--- src/rtl/eth_mac_pe_rx_frame_parser_pkg.sv ---
// eth_mac_pe_rx_frame_parser_pkg: shared Ethernet rx constants, FSM encoding, status layout.
// Revision 1.0
`default_nettype none
package eth_mac_pe_rx_frame_parser_pkg;

   localparam logic [7:0]  ETH_PREAMBLE    = 8'h55;
   localparam logic [7:0]  ETH_SFD         = 8'hD5;
   localparam logic [31:0] ETH_CRC_RESIDUE = 32'hDEBB20E3;
   localparam logic [31:0] ETH_CRC_INIT    = 32'hFFFFFFFF;
   localparam logic [31:0] ETH_CRC_POLY    = 32'hEDB88320;
   localparam logic [47:0] ETH_BCAST       = 48'hFFFFFFFFFFFF;
   localparam int          DA_LEN          = 6;
   localparam int          FCS_LEN         = 4;

   localparam int STS_PHY_ERR = 3;
   localparam int STS_LEN_ERR = 2;
   localparam int STS_CRC_ERR = 1;

   typedef enum logic [2:0] {
      ST_IDLE      = 3'd0,
      ST_PREAMBLE  = 3'd1,
      ST_DATA      = 3'd2,
      ST_FLUSH     = 3'd3,
      ST_WAIT_IDLE = 3'd4
   } rx_state_e;

   // Byte idx of a MAC address in wire order: idx 0 is [47:40].
   function automatic logic [7:0] da_byte(input logic [47:0] mac, input logic [2:0] idx);
      logic [47:0] s;
      s = mac << (8 * idx);
      return s[47:40];
   endfunction

endpackage
`default_nettype wire

--- src/rtl/eth_mac_pe_rx_frame_parser_crc32.sv ---
// eth_crc32_d8: one-byte step of the reflected Ethernet CRC32, LSB first.
// Revision 1.0
`default_nettype none
module eth_crc32_d8
   import eth_mac_pe_rx_frame_parser_pkg::*;
(
   input  logic [31:0] crc_in,
   input  logic [7:0]  d,
   output logic [31:0] crc_out
);

   always_comb begin
      crc_out = crc_in;
      for (int i = 0; i < 8; i++) begin
         crc_out = (crc_out[0] ^ d[i]) ? ((crc_out >> 1) ^ ETH_CRC_POLY) : (crc_out >> 1);
      end
   end

endmodule
`default_nettype wire

--- src/rtl/eth_mac_pe_rx_frame_parser.sv ---
// eth_mac_pe_rx_frame_parser: GMII rx framing, DA filter, FCS check/strip, byte forwarding.
// Revision 1.0
`default_nettype none
module eth_mac_pe_rx_frame_parser
   import eth_mac_pe_rx_frame_parser_pkg::*;
#(
   parameter int MIN_FRAME_LEN = 64,
   parameter int MAX_FRAME_LEN = 1518,
   parameter int DLY           = 6
)(
   input  logic        pe_rx_clk,
   input  logic        pe_rx_rstn,
   input  logic        gmii_rx_dv,
   input  logic        gmii_rx_er,
   input  logic [7:0]  gmii_rxd,
   input  logic        pe_rx_logic_clr,
   input  logic [47:0] r_sa_macaddr,
   input  logic        r_promisc,
   output logic [7:0]  rx_frame_byte_data,
   output logic        rx_frame_byte_data_we,
   output logic        rx_frame_byte_data_done,
   output logic [11:0] rx_frame_byte_length,
   output logic [3:0]  rx_frame_status,
   output logic        rx_frame_drop
);

   localparam int          FL_W    = $clog2(DLY);
   // Oversized frames forward at most the largest legal DA..payload.
   localparam logic [11:0] FWD_MAX = 12'(MAX_FRAME_LEN - FCS_LEN);

   rx_state_e         state_q;
   logic [11:0]       cnt_q;
   logic [11:0]       fwd_q;
   logic [31:0]       crc_q;
   logic [31:0]       crc_d;
   logic [7:0]        dly_q [DLY];
   logic              uc_q;
   logic              bc_q;
   logic              phy_q;
   logic [FL_W-1:0]   fl_q;
   logic [7:0]        data_q;
   logic              we_q;
   logic              done_q;
   logic              drop_q;
   logic [11:0]       len_q;
   logic [3:0]        sts_q;

   logic              w_da_uc;
   logic              w_da_bc;
   logic              w_miss;
   logic              w_over;
   logic [11:0]       w_cnt_inc;
   logic [11:0]       w_runt_len;
   logic [3:0]        w_status;

   eth_crc32_d8 u_crc (
      .crc_in  (crc_q),
      .d       (gmii_rxd),
      .crc_out (crc_d)
   );

   always_comb begin
      w_da_uc    = uc_q & (gmii_rxd == da_byte(r_sa_macaddr, cnt_q[2:0]));
      w_da_bc    = bc_q & (gmii_rxd == da_byte(ETH_BCAST, cnt_q[2:0]));
      w_miss     = !r_promisc && !w_da_uc && !w_da_bc;
      w_over     = cnt_q > 12'(MAX_FRAME_LEN);
      w_cnt_inc  = (cnt_q == 12'hFFF) ? cnt_q : cnt_q + 12'd1;
      w_runt_len = (cnt_q > 12'(FCS_LEN)) ? cnt_q - 12'(FCS_LEN) : 12'd0;
      w_status   = 4'd0;
      w_status[STS_PHY_ERR] = phy_q;
      w_status[STS_LEN_ERR] = (cnt_q < 12'(MIN_FRAME_LEN)) || w_over;
      w_status[STS_CRC_ERR] = crc_q != ETH_CRC_RESIDUE;
   end

   always_ff @(posedge pe_rx_clk or negedge pe_rx_rstn) begin
      if (!pe_rx_rstn) begin
         state_q <= ST_IDLE;
         cnt_q   <= 12'd0;
         fwd_q   <= 12'd0;
         crc_q   <= ETH_CRC_INIT;
         uc_q    <= 1'b0;
         bc_q    <= 1'b0;
         phy_q   <= 1'b0;
         fl_q    <= '0;
         data_q  <= 8'd0;
         we_q    <= 1'b0;
         done_q  <= 1'b0;
         drop_q  <= 1'b0;
         len_q   <= 12'd0;
         sts_q   <= 4'd0;
         for (int i = 0; i < DLY; i++) dly_q[i] <= 8'd0;
      end else if (pe_rx_logic_clr) begin
         // A frame still in progress is skipped until the line goes idle.
         state_q <= gmii_rx_dv ? ST_WAIT_IDLE : ST_IDLE;
         cnt_q   <= 12'd0;
         fwd_q   <= 12'd0;
         crc_q   <= ETH_CRC_INIT;
         uc_q    <= 1'b0;
         bc_q    <= 1'b0;
         phy_q   <= 1'b0;
         fl_q    <= '0;
         data_q  <= 8'd0;
         we_q    <= 1'b0;
         done_q  <= 1'b0;
         drop_q  <= 1'b0;
         len_q   <= 12'd0;
         sts_q   <= 4'd0;
         for (int i = 0; i < DLY; i++) dly_q[i] <= 8'd0;
      end else begin
         we_q   <= 1'b0;
         done_q <= 1'b0;
         drop_q <= 1'b0;
         case (state_q)
            ST_IDLE: begin
               if (gmii_rx_dv && gmii_rxd == ETH_PREAMBLE) state_q <= ST_PREAMBLE;
            end
            ST_PREAMBLE: begin
               if (!gmii_rx_dv) begin
                  state_q <= ST_IDLE;
               end else if (gmii_rxd == ETH_SFD) begin
                  state_q <= ST_DATA;
                  cnt_q   <= 12'd0;
                  fwd_q   <= 12'd0;
                  crc_q   <= ETH_CRC_INIT;
                  uc_q    <= 1'b1;
                  bc_q    <= 1'b1;
                  phy_q   <= 1'b0;
                  len_q   <= 12'd0;
                  sts_q   <= 4'd0;
               end else if (gmii_rxd != ETH_PREAMBLE) begin
                  state_q <= ST_WAIT_IDLE;
               end
            end
            ST_DATA: begin
               if (gmii_rx_dv) begin
                  cnt_q <= w_cnt_inc;
                  crc_q <= crc_d;
                  phy_q <= phy_q | gmii_rx_er;
                  if (cnt_q < 12'(DA_LEN)) begin
                     uc_q <= w_da_uc;
                     bc_q <= w_da_bc;
                  end
                  if (cnt_q == 12'(DA_LEN - 1) && w_miss) begin
                     drop_q  <= 1'b1;
                     state_q <= ST_WAIT_IDLE;
                  end
                  if (fwd_q < FWD_MAX) begin
                     dly_q[0] <= gmii_rxd;
                     for (int i = 1; i < DLY; i++) dly_q[i] <= dly_q[i-1];
                     if (cnt_q >= 12'(DLY)) begin
                        we_q   <= 1'b1;
                        data_q <= dly_q[DLY-1];
                        fwd_q  <= fwd_q + 12'd1;
                     end
                  end
               end else if (!w_over && cnt_q >= 12'(DLY)) begin
                  state_q <= ST_FLUSH;
                  fl_q    <= FL_W'(DLY - 1);
               end else begin
                  // Runts and oversized frames finish without draining the line.
                  done_q  <= 1'b1;
                  len_q   <= w_over ? fwd_q : w_runt_len;
                  sts_q   <= w_status;
                  state_q <= ST_IDLE;
               end
            end
            ST_FLUSH: begin
               if (fl_q >= FL_W'(FCS_LEN)) begin
                  we_q   <= 1'b1;
                  data_q <= dly_q[fl_q];
                  fl_q   <= fl_q - 1'b1;
               end else begin
                  done_q  <= 1'b1;
                  len_q   <= cnt_q - 12'(FCS_LEN);
                  sts_q   <= w_status;
                  state_q <= ST_IDLE;
               end
            end
            ST_WAIT_IDLE: begin
               if (!gmii_rx_dv) state_q <= ST_IDLE;
            end
            default: state_q <= ST_IDLE;
         endcase
      end
   end

   assign rx_frame_byte_data      = data_q;
   assign rx_frame_byte_data_we   = we_q;
   assign rx_frame_byte_data_done = done_q;
   assign rx_frame_byte_length    = len_q;
   assign rx_frame_status         = sts_q;
   assign rx_frame_drop           = drop_q;

endmodule
`default_nettype wire

--- config.mk ---
export PLATFORM = sky130hd
export DESIGN_NAME = eth_mac_pe_rx_frame_parser
export DESIGN_NICKNAME = d
export VERILOG_FILES = /design/src/rtl/eth_mac_pe_rx_frame_parser_pkg.sv /design/src/rtl/eth_mac_pe_rx_frame_parser_crc32.sv /design/src/rtl/eth_mac_pe_rx_frame_parser.sv
export SDC_FILE = /design/constraint.sdc
export NUM_CORES = 1
export LEC_CHECK = 0
export ABC_AREA = 0
export CORE_MARGIN = 5
export CORE_UTILIZATION = 57
export CTS_CLUSTER_SIZE = 28
export DETAILED_ROUTE_END_ITERATION = 6
export GPL_TIMING_DRIVEN = 0
export PLACE_DENSITY = 0.81
export SETUP_SLACK_MARGIN = 0.2
export SLEW_MARGIN = 30
export SYNTH_ARGS = -nofsm -noshare
export SYNTH_HDL_FRONTEND = slang
export SYNTH_SLANG_ARGS = --single-unit
--- constraint.sdc ---
create_clock -name pe_rx_clk -period 3.1 [get_ports pe_rx_clk]
set_input_delay 0.62 -clock pe_rx_clk [delete_from_list [all_inputs] [get_ports pe_rx_clk]]
set_output_delay 0.62 -clock pe_rx_clk [all_outputs]
set_load 0.03 [all_outputs]
==> results.md, run 1 <==
* Hold Slack at 131.4 ps
* Syn Std Cell Area at 8021 um^2
* Main combinational cell family by area after synthesis: compound AO/OA/AOI/OAI gates
* Storage element area at 3518 um^2
* Vias in the first global route at 6689
* Pins Over Slew Limit at 0
* Sum of negative setup slack at 0 ps
* Clock network latency to the later pin of the worst-skew pair at 430 ps
* Post-Route Skew at 7.926 ps
* Router iterations before antenna repair at 6
* Number of flip-flops and latches in the synthesized netlist at 139
* Setup violators final at 0
* Maximum fanout along the worst path at 10
* Largest net degree at the start of global routing at 77
* Initial core utilization at 0.5801
* DP Wirelength at 15450 um
* Placed inst area at 9110 um^2
* Predominant post-synthesis flop cell: dfrtp_1
* Setup slack, reg-to-reg at 310 ps
* Area occupied by multi-input gates at 4355 um^2
* Fraction of final layout cells sized beyond drive strength 1 at 0.1621
* Data required time at the worst endpoint at 3440 ps
* Signed area change from the synthesized netlist to the final layout at 23.32%
* Maximum vdd ir drop at 0.3488 mV
* Grt ovf at 0
* Last element of the critical path: crc_q[13]
* PortBufs at 83
* CTS HTree Levels at 4
* Worst hold path class: in -> async
* CP startpoint kind: primary input
* Pin slew with the least headroom to its limit at 968.7 ps
* First-iteration detailed-routing DRC count at 753
* Setup Slack @ Placement at -539.2 ps
* Clock Sinks at 139
* Number of placement rows at 43
* Antenna violations before repair at 0
* Count of warnings emitted by yosys at 0
* CP Data Arrival Time at 3170 ps
* Share of synthesized cell area in full adder, half adder and majority cells at 0.01404
* Setup repair after global routing missed its margin: no
* Cell at the root of the clock tree: clkbuf_16
* Post-route cell area at 9892 um^2
* Global-route wire length before repair at 34980 um
* Fin crit share at 0.9120
* Routed length per placed instance at 19.67 um
* Die height at 128.6 um
* Sum of routed wire length over all layers at 21500 um
* Time the worst path needs with I/O delays and setup at 2827 ps
* Number of inserted diodes at 0
* Power density relative to cell area at 440.1 nW/um^2
* GP Congestion at 0.9406
* Parity-gate share of the synthesized area counting xor and xnor cells at 0.09593
* Antenna Violating Nets Remaining at 0
* EDFF count, synth at 0
* Nets at 971
* Residual DRC count at 0
* Placed instance count at 1058
* Origin of the worst setup path: gmii_rxd[1]
* Die outline width at 128.6 um
* Type of destination of the critical path: flop
* Cells after Synth at 794
* Final hold violation count at 0
* Mux share of post-synthesis cell area at 0.09203
* Core utilization of the finished layout at 0.7154
* Mean area per synthesized cell at 10.10 um^2
* Status: finished clean
* Clk slew on worst S/H paths at 60 ps
* Ports at 89
* # Max-Cap Violations at 0
* Fraction of the yosys area taken by sequential cells at 0.4386
* Number of standard cells in the final layout excluding fillers at 1093
* Worst R2R Path Depth at 8
* Max Root-Sink Buffers at 2
* Final setup slack of the worst path at 272.8 ps
* Category of the most critical setup path: in -> reg
* Vias per inst at 6.276
* Vias at 6860
* Post-synthesis cell type count at 74
* Tot GR Track Use at 0.2676
* Area fraction in compound gates after synthesis at 0.1731
* Num CTS Buffers at 17
* Simple-gate share of the synthesized area at 0.1479
* RR Endpoint: cnt_q[6]
* Area of the core at 13830 um^2
* Die area at 16550 um^2
* Relative slew slack at 0.3496
* Static Leak at 4.029 nW
* Net count after synthesis at 865
* Fmax at 353.7 MHz
* Launch instance of the worst register-to-register path: state_q[0]
* Number of fillers in the final layout at 1007
* CTS tree: done
* Total Power Consumption at 4.354 mW
* Asr flop ratio synth at 1.000
[logic make-up (layout without fill, tap and decap cells)]
family / count (synthesis) / after routing
compound gates: 195 / 195
xor+xnor: 87 / 87
fa+ha+maj: 9 / 9
buf+inv: 73 / 192
flops: 139 / 139
mux: 56 / 56
other cells: 1 / 1
simple gates: 234 / 234
[where the power goes]
part | switching (mW) | total, mW | internal, mW | leakage (nW)
Clock | 0.783 | 1.97 | 1.19 | 0.280
Combinational | 0.311 | 0.545 | 0.233 | 1.92
Sequential | 0.00732 | 1.84 | 1.83 | 1.83
Total | 1.10 | 4.35 | 3.25 | 4.03
[placed cells by master, fill, tap and decap left out, types with 5 or more instances in the layout]
master	netlist	layout
o22ai_1	8	8
clkbuf_16	0	17
clkdlybuf4s50_1	0	76
nor4_1	10	9
xnor2_1	56	56
nand3_1	17	17
o21ai_0	16	16
nand2_1	30	30
ha_1	9	9
dfrtp_1	107	107
nand2b_1	10	10
nor2_1	84	80
buf_4	1	6
mux4_2	12	12
clkbuf_1	41	38
a22o_1	48	48
nor3_1	25	24
o21a_1	6	6
a21oi_1	54	53
a221oi_2	0	9
mux2_2	20	20
buf_2	8	5
dfstp_2	32	32
and3_1	8	8
a31oi_1	5	5
nor2b_1	8	8
nand4_1	10	10
inv_1	19	19
mux2i_1	22	22
xor2_1	30	30
o31ai_1	8	8
[routing by layer]
metal | track usage | vias to the layer above | wire (um)
met1 | 0.3819 | 3372 | 9385
met2 | 0.4128 | 318 | 9898
met5 | 0 | - | 0
met4 | 0.09080 | 0 | 508
li1 | - | 3125 | -
met3 | 0.05230 | 45 | 1705
[how the worst min path moves through the flow]
stage	start	endpoint	slack (ps)
after detailed placement	phy_q	phy_q	490
after global placement	phy_q	phy_q	490
after global routing	pe_rx_rstn	dly_q[19]	160
final	pe_rx_rstn	rx_frame_byte_data[5]	130
after CTS	pe_rx_rstn	dly_q[19]	150
after floorplan	pe_rx_rstn	bc_q	320
[registers in the layout (all words and copies together), names as in the netlist, 8 cells and up]
| register | flops |
|---|---|
| fwd_q | 12 |
| crc_q | 32 |
| dly_q | 48 |
| rx_frame_byte_length | 12 |
| cnt_q | 12 |
| rx_frame_byte_data | 8 |
[cells in the mapped netlist, types with 5 or more instances]
master | n | area, um^2
a21oi_1 | 54 | 270.3
a221oi_1 | 13 | 113.9
a22o_1 | 48 | 420.4
a31oi_1 | 5 | 31.28
and3_1 | 8 | 50.05
buf_2 | 8 | 40.04
clkbuf_1 | 41 | 153.9
dfrtp_1 | 107 | 2678
dfstp_2 | 32 | 840.8
ha_1 | 9 | 112.6
inv_1 | 19 | 71.32
mux2_2 | 20 | 225.2
mux2i_1 | 22 | 220.2
mux4_2 | 12 | 270.3
nand2_1 | 30 | 112.6
nand2b_1 | 10 | 62.56
nand3_1 | 17 | 85.08
nand4_1 | 10 | 62.56
nor2_1 | 84 | 315.3
nor2b_1 | 8 | 50.05
nor3_1 | 25 | 125.1
nor4_1 | 10 | 62.56
o21a_1 | 6 | 45.04
o21ai_0 | 16 | 80.08
o22ai_1 | 8 | 50.05
o31ai_1 | 8 | 60.06
xnor2_1 | 56 | 490.5
xor2_1 | 30 | 262.8
[final cells by class]
type                    instances  area share
flip-flops and latches        139      0.3557
multi-input cells             582      0.4403
clock inverters                 9    0.008728
plain buffers                  53     0.02568
inverters                      20    0.007589
clock buffers                  23     0.04933
well taps                     180     0.02277
repair buffers                 87     0.08993
[timing repair]
action,in CTS,in global routing
resized for setup,18,34
cloned,0,0
hold buffers,0,0
setup endpoints to repair,82,89
pin swaps,1,2
setup buffers,1,2
hold endpoints to repair,0,0
[critical path, cell delays in order]
cell,delay [ps]
dlygate4sd2_1,350
or3_1,460
or4_1,520
clkbuf_1,170
nand2_2,180
clkbuf_1,530
nor2_1,120
a21oi_1,200
Power figures use the tool's default switching activity.
==> inputs of run 2 (changes only) <==
- CORE_UTILIZATION: 57 -> 59
- CTS_BUF_LIST: default -> sky130_fd_sc_hd__clkbuf_8
- CTS_CLUSTER_DIAMETER: default -> 100
- PLACE_DENSITY: 0.81 -> 0.83
==> run 2 against run 1 <==
Effect of this change: total power fell by 13%; hold slack got worse by 69 ps; die area fell by 3.1%; clock skew rose by 7.7 ps; sequential cell count did not move; sequential power barely moved; global-route usage rose by 0.87 points; non-clock buffer count rose by 5; critical path type is now reg -> reg; largest cell class unchanged; largest power group is now registers.
==> results.md, run 2 (synthesis results as in run 1) <==
* Clock network latency to the later pin of the worst-skew pair at 460 ps
* # Max-Cap Violations at 0
* Hold Slack at 62.86 ps
* CP startpoint kind: flop
* Maximum vdd ir drop at 0.3269 mV
* Vias per inst at 6.395
* Placed instance count at 1054
* GP Congestion at 0.9453
* Fraction of final layout cells sized beyond drive strength 1 at 0.1721
* Antenna Violating Nets Remaining at 0
* Clk slew on worst S/H paths at 80 ps
* Placed inst area at 9105 um^2
* Leading cell type in the layout, fill and taps excluded: dfrtp_1
* Die height at 126.6 um
* Largest net degree at the start of global routing at 88
* Power density relative to cell area at 388.3 nW/um^2
* Total Power Consumption at 3.803 mW
* Antenna violations before repair at 0
* CTS tree: done
* Fmax at 344.2 MHz
* Relative slew slack at 0.3611
* Nets at 976
* Signed area change from the synthesized netlist to the final layout at 22.10%
* Biggest register: dly_q
* Ports at 89
* Clock Sinks at 139
* First-iteration detailed-routing DRC count at 830
* Final hold violation count at 0
* Hold buffer count at CTS at 0
* Core utilization of the finished layout at 0.7367
* Worst R2R Path Depth at 14
* Pins Over Slew Limit at 0
* Tot GR Track Use at 0.2763
* Die outline width at 126.6 um
* PortBufs at 83
* Fin crit share at 0.9372
* Biggest registers after layout: dly_q: 48 flops, crc_q: 32 flops
* CTS HTree Levels at 4
* Sum of negative setup slack at 0 ps
* Data required time at the worst endpoint at 3430 ps
* Post-route cell area at 9794 um^2
* Setup Slack @ Placement at -600.0 ps
* Static Leak at 3.992 nW
* Post-Route Skew at 15.66 ps
* Kind of cell with the highest combined delay on the critical path: buffers and inverters
* Global-route wire length before repair at 35340 um
* Number of fillers in the final layout at 966
* Maximum fanout along the worst path at 10
* Most frequent cells in the layout: 106 x dfrtp_1, 80 x nor2_1, 76 x clkdlybuf4s50_1
* Flip-flop count of the largest register after layout at 48
* Number of standard cells in the final layout excluding fillers at 1094
* Setup slack, reg-to-reg at 190 ps
* Number of inserted diodes at 0
* Vias in the first global route at 6785
* Setup repair after global routing missed its margin: yes
* Type of destination of the critical path: flop
* Die area at 16030 um^2
* Time the worst path needs with I/O delays and setup at 2905 ps
* Area of the core at 13300 um^2
* Residual DRC count at 0
* Routed length per placed instance at 20.38 um
* Status: finished clean
* Cell at the root of the clock tree: clkbuf_8
* Final setup slack of the worst path at 194.5 ps
* Setup violators final at 0
* Pin slew with the least headroom to its limit at 951.6 ps
* DP Wirelength at 16090 um
* Category of the most critical setup path: reg -> reg
* Vias at 6996
* Max Root-Sink Buffers at 2
* Worst path bufs/invs at 7
* Num CTS Buffers at 17
* Worst hold path class: in -> async
* Worst stage delay on the critical path at 400 ps
* Critical path's slowest cell: dfrtp_2
* Grt ovf at 0
* CP Data Arrival Time at 3230 ps
* Router iterations before antenna repair at 6
* Number of placement rows at 42
* Critical path, cell by cell: buf_6, buf_6, buf_8, inv_1, ha_1, nand3b_1, a21oi_2, a211oi_4, buf_12, buf_12, o21a_4, buf_4, a221oi_2, nor3_1
* Stages on worst setup path at 14
* Sum of routed wire length over all layers at 22290 um
* Initial core utilization at 0.6033
run 2: cell types whose count changed in the layout (fill, tap and decap cells not counted), moves of 4 or more:
| cell | change |
|---|---|
| clkbuf_1 | -4 |
| buf_4 | +5 |
| clkbuf_8 | +15 |
| clkbuf_16 | -17 |
run 2: area by class of cell:
cell class                      instances  area, um^2  share of cell area
Multi-Input combinational cell        582        4380              0.4472
Sequential cell                       139        3520              0.3594
Timing Repair Buffer                   92       952.2             0.09722
Buffer                                 53       269.0             0.02747
Clock buffer                           19       261.5             0.02670
Tap cell                              176       220.2             0.02248
Clock inverter                         13       116.4             0.01188
Inverter                               20       75.07            0.007665
run 2: per-layer routing:
| layer | part of all wire | routed length [um] | vias up | global-route usage |
|---|---|---|---|---|
| li1 | - | - | 3139 | - |
| met1 | 0.42 | 9335 | 3410 | 0.3857 |
| met2 | 0.46 | 10310 | 403 | 0.4287 |
| met3 | 0.099 | 2201 | 44 | 0.06894 |
| met4 | 0.020 | 439 | 0 | 0.08580 |
| met5 | 0 | 0 | - | 0 |
run 2: worst register-to-register path: cells and delay by family, from the launching register on:
kind            cells  cell delay (ps)
buf+inv             7             1070
compound gates      4              860
flops               1              400
simple gates        2              260
fa+ha+maj           1              200
run 2: timing repair:
| action | 4_1_cts | 5_1_grt |
|---|---|---|
| gates resized for setup | 19 | 48 |
| setup buffers | 1 | 7 |
| pin swaps | 1 | 6 |
| endpoints found under the setup margin | 96 | 83 |
run 2: worst paths after layout:
kind / start / endpoint
max in group asynchronous: pe_rx_rstn / crc_q[15]
setup / recovery: cnt_q[0] / rx_frame_byte_length[3]
min in group pe_rx_clk: rx_frame_byte_data[0] / rx_frame_byte_data[0]
hold / removal: pe_rx_rstn / rx_frame_byte_data[4]
setup reg to reg: cnt_q[0] / rx_frame_byte_length[3]
hold reg to reg: rx_frame_byte_data[0] / rx_frame_byte_data[0]
run 2: power by group:
part	leakage, nW	internal (mW)	total [mW]	switching (mW)
registers	1.83	1.83	1.83	0.00766
logic	1.97	0.234	0.551	0.317
clock network	0.194	0.679	1.42	0.740
total	3.99	2.74	3.80	1.06
==> inputs of run 3 (changes only) <==
- SLEW_MARGIN: 30 -> default
==> run 3 against run 2 <==
Effect of this change: sequential share of layout area is 0.22 points higher; wire length about the same; via count rose by 0.34%; clock skew fell by 7.7 ps; clock power is 13% higher; critical path depth decreased by 7; total power grew 4.7%; hold slack worse by 17 ps; critical path type is now in -> reg.
==> results.md, run 3 (synthesis results as in run 1) <==
* Worst stage delay on the critical path at 730 ps
* Share of total power in sequential cells at 0.460
* Router iterations before antenna repair at 5
* Post-route cell area at 9731 um^2
* Placed inst area at 9101 um^2
* Area of the core at 13300 um^2
* Tot GR Track Use at 0.2780
* Final hold violation count at 0
* CP startpoint kind: primary input
* Fraction of final layout cells sized beyond drive strength 1 at 0.1607
* DP Wirelength at 16160 um
* Fmax at 345.1 MHz
* CTS HTree Levels at 4
* Clock network latency to the later pin of the worst-skew pair at 470 ps
* Clock Sinks at 139
* Stages on worst setup path at 7
* Portion of total power attributed to combinational logic at 0.138
* Ports at 89
* Num CTS Buffers at 17
* Critical path's slowest cell: a21oi_1
* # Max-Cap Violations at 0
* CP Data Arrival Time at 3250 ps
* Time the worst path needs with I/O delays and setup at 2898 ps
* Max Root-Sink Buffers at 2
* Vias in the first global route at 6841
* Hold Slack at 46.31 ps
* Residual DRC count at 0
* Vias at 7020
* Grt ovf at 0
* Pins Over Slew Limit at 0
* Worst path bufs/invs at 2
* Sum of routed wire length over all layers at 22300 um
* Type of destination of the critical path: flop
* Biggest register: dly_q
* Number of inserted diodes at 0
* Category of the most critical setup path: in -> reg
* Maximum vdd ir drop at 0.3639 mV
* CTS tree: done
* Static Leak at 3.949 nW
* GP Congestion at 0.9453
* Internal power consumption at 2.904 mW
* Antenna Violating Nets Remaining at 0
* Vias per inst at 6.434
* First-iteration detailed-routing DRC count at 825
* Fin crit share at 0.9348
* Routed length per placed instance at 20.44 um
* Clk slew on worst S/H paths at 80 ps
* Setup repair after global routing missed its margin: yes
* Post-Route Skew at 7.942 ps
* Leading cell type in the layout, fill and taps excluded: dfrtp_1
* Nets at 973
* Worst hold path class: in -> async
* Critical path, cell by cell: clkdlybuf4s50_1, nand4_1, or4_1, clkbuf_1, a21oi_1, or2_2, mux2i_1
* Biggest registers after layout: dly_q: 48 flops, crc_q: 32 flops
* Worst R2R Path Depth at 7
* Relative slew slack at 0.3876
* PortBufs at 83
* Number of placement rows at 42
* Power density relative to cell area at 409.1 nW/um^2
* Kind of cell with the highest combined delay on the critical path: simple AND/OR/NAND/NOR gates
* Clock power frac at 0.401
* Most frequent cells in the layout: 107 x dfrtp_1, 81 x nor2_1, 77 x clkdlybuf4s50_1
* Status: finished clean
* Placed instance count at 1054
* Fraction of power spent switching nets at 0.2704
* Die outline width at 126.6 um
* Signed area change from the synthesized netlist to the final layout at 21.31%
* Largest net degree at the start of global routing at 99
* Cell at the root of the clock tree: clkbuf_8
* Data required time at the worst endpoint at 3450 ps
* Number of standard cells in the final layout excluding fillers at 1091
* Global-route wire length before repair at 35690 um
* Maximum fanout along the worst path at 9
* Die height at 126.6 um
* Net Switching at 1.077 mW
* Setup violators final at 0
* Die area at 16030 um^2
* Pin slew with the least headroom to its limit at 915.2 ps
* Antenna violations before repair at 0
* Flip-flop count of the largest register after layout at 48
* Initial core utilization at 0.6033
[run 3: per-stage QoR]
stage	total power [mW]	setup slack, ps	TNS, ps	util
after floorplan	2.194	351.2	0	-
after global placement	2.385	-3758	-510480	0.6824
after detailed placement	2.401	-597.0	-48350	0.6845
after CTS	3.976	184.1	0	0.7221
after global routing	4.112	144.2	0	0.7319
final	3.981	202.0	0	0.7319
[run 3: cell type report]
class | count | area [um^2]
tap | 176 | 220.2
clock inverter | 13 | 166.4
clock buffer | 19 | 261.5
fill | 955 | 3565
timing repair buffer | 89 | 898.4
buffer | 53 | 250.2
multi-input combinational | 582 | 4340
inverter | 20 | 75.07
sequential | 139 | 3518
[run 3: worst paths after layout]
path | from | endpoint | slack (ps)
setup reg to reg | cnt_q[9] | rx_frame_byte_data[2] | 300
hold reg to reg | rx_frame_byte_data[6] | rx_frame_byte_data[6] | 510
min in group pe_rx_clk | rx_frame_byte_data[6] | rx_frame_byte_data[6] | 510
hold / removal | pe_rx_rstn | rx_frame_byte_data[4] | 50
setup / recovery | gmii_rxd[4] | fwd_q[7] | 200
max in group asynchronous | pe_rx_rstn | crc_q[4] | 2230
[run 3: what timing repair did]
item | 4_1_cts | 5_1_grt
setup buffers | 1 | 4
resized for setup | 19 | 29
setup endpoints to repair | 93 | 82
pin swaps | 1 | 2
hold buffers | 0 | 0
[run 3: power groups by stage]
stage	clock network, mW	registers (mW)	logic [mW]
after CTS	1.60	1.83	0.540
after global routing	1.69	1.83	0.590
after floorplan	0	1.87	0.328
after global placement	0	1.87	0.519
final	1.60	1.83	0.551
after detailed placement	0	1.87	0.534
[run 3: routing by layer]
layer  wire length, um  vias up  GRT usage  share of wire
met4               528        0    0.09338          0.024
li1                  -     3129          -              -
met5                 0        -          0              0
met2             10360      388     0.4340           0.46
met1              9409     3447     0.3820           0.42
met3              2001       56    0.07062          0.090
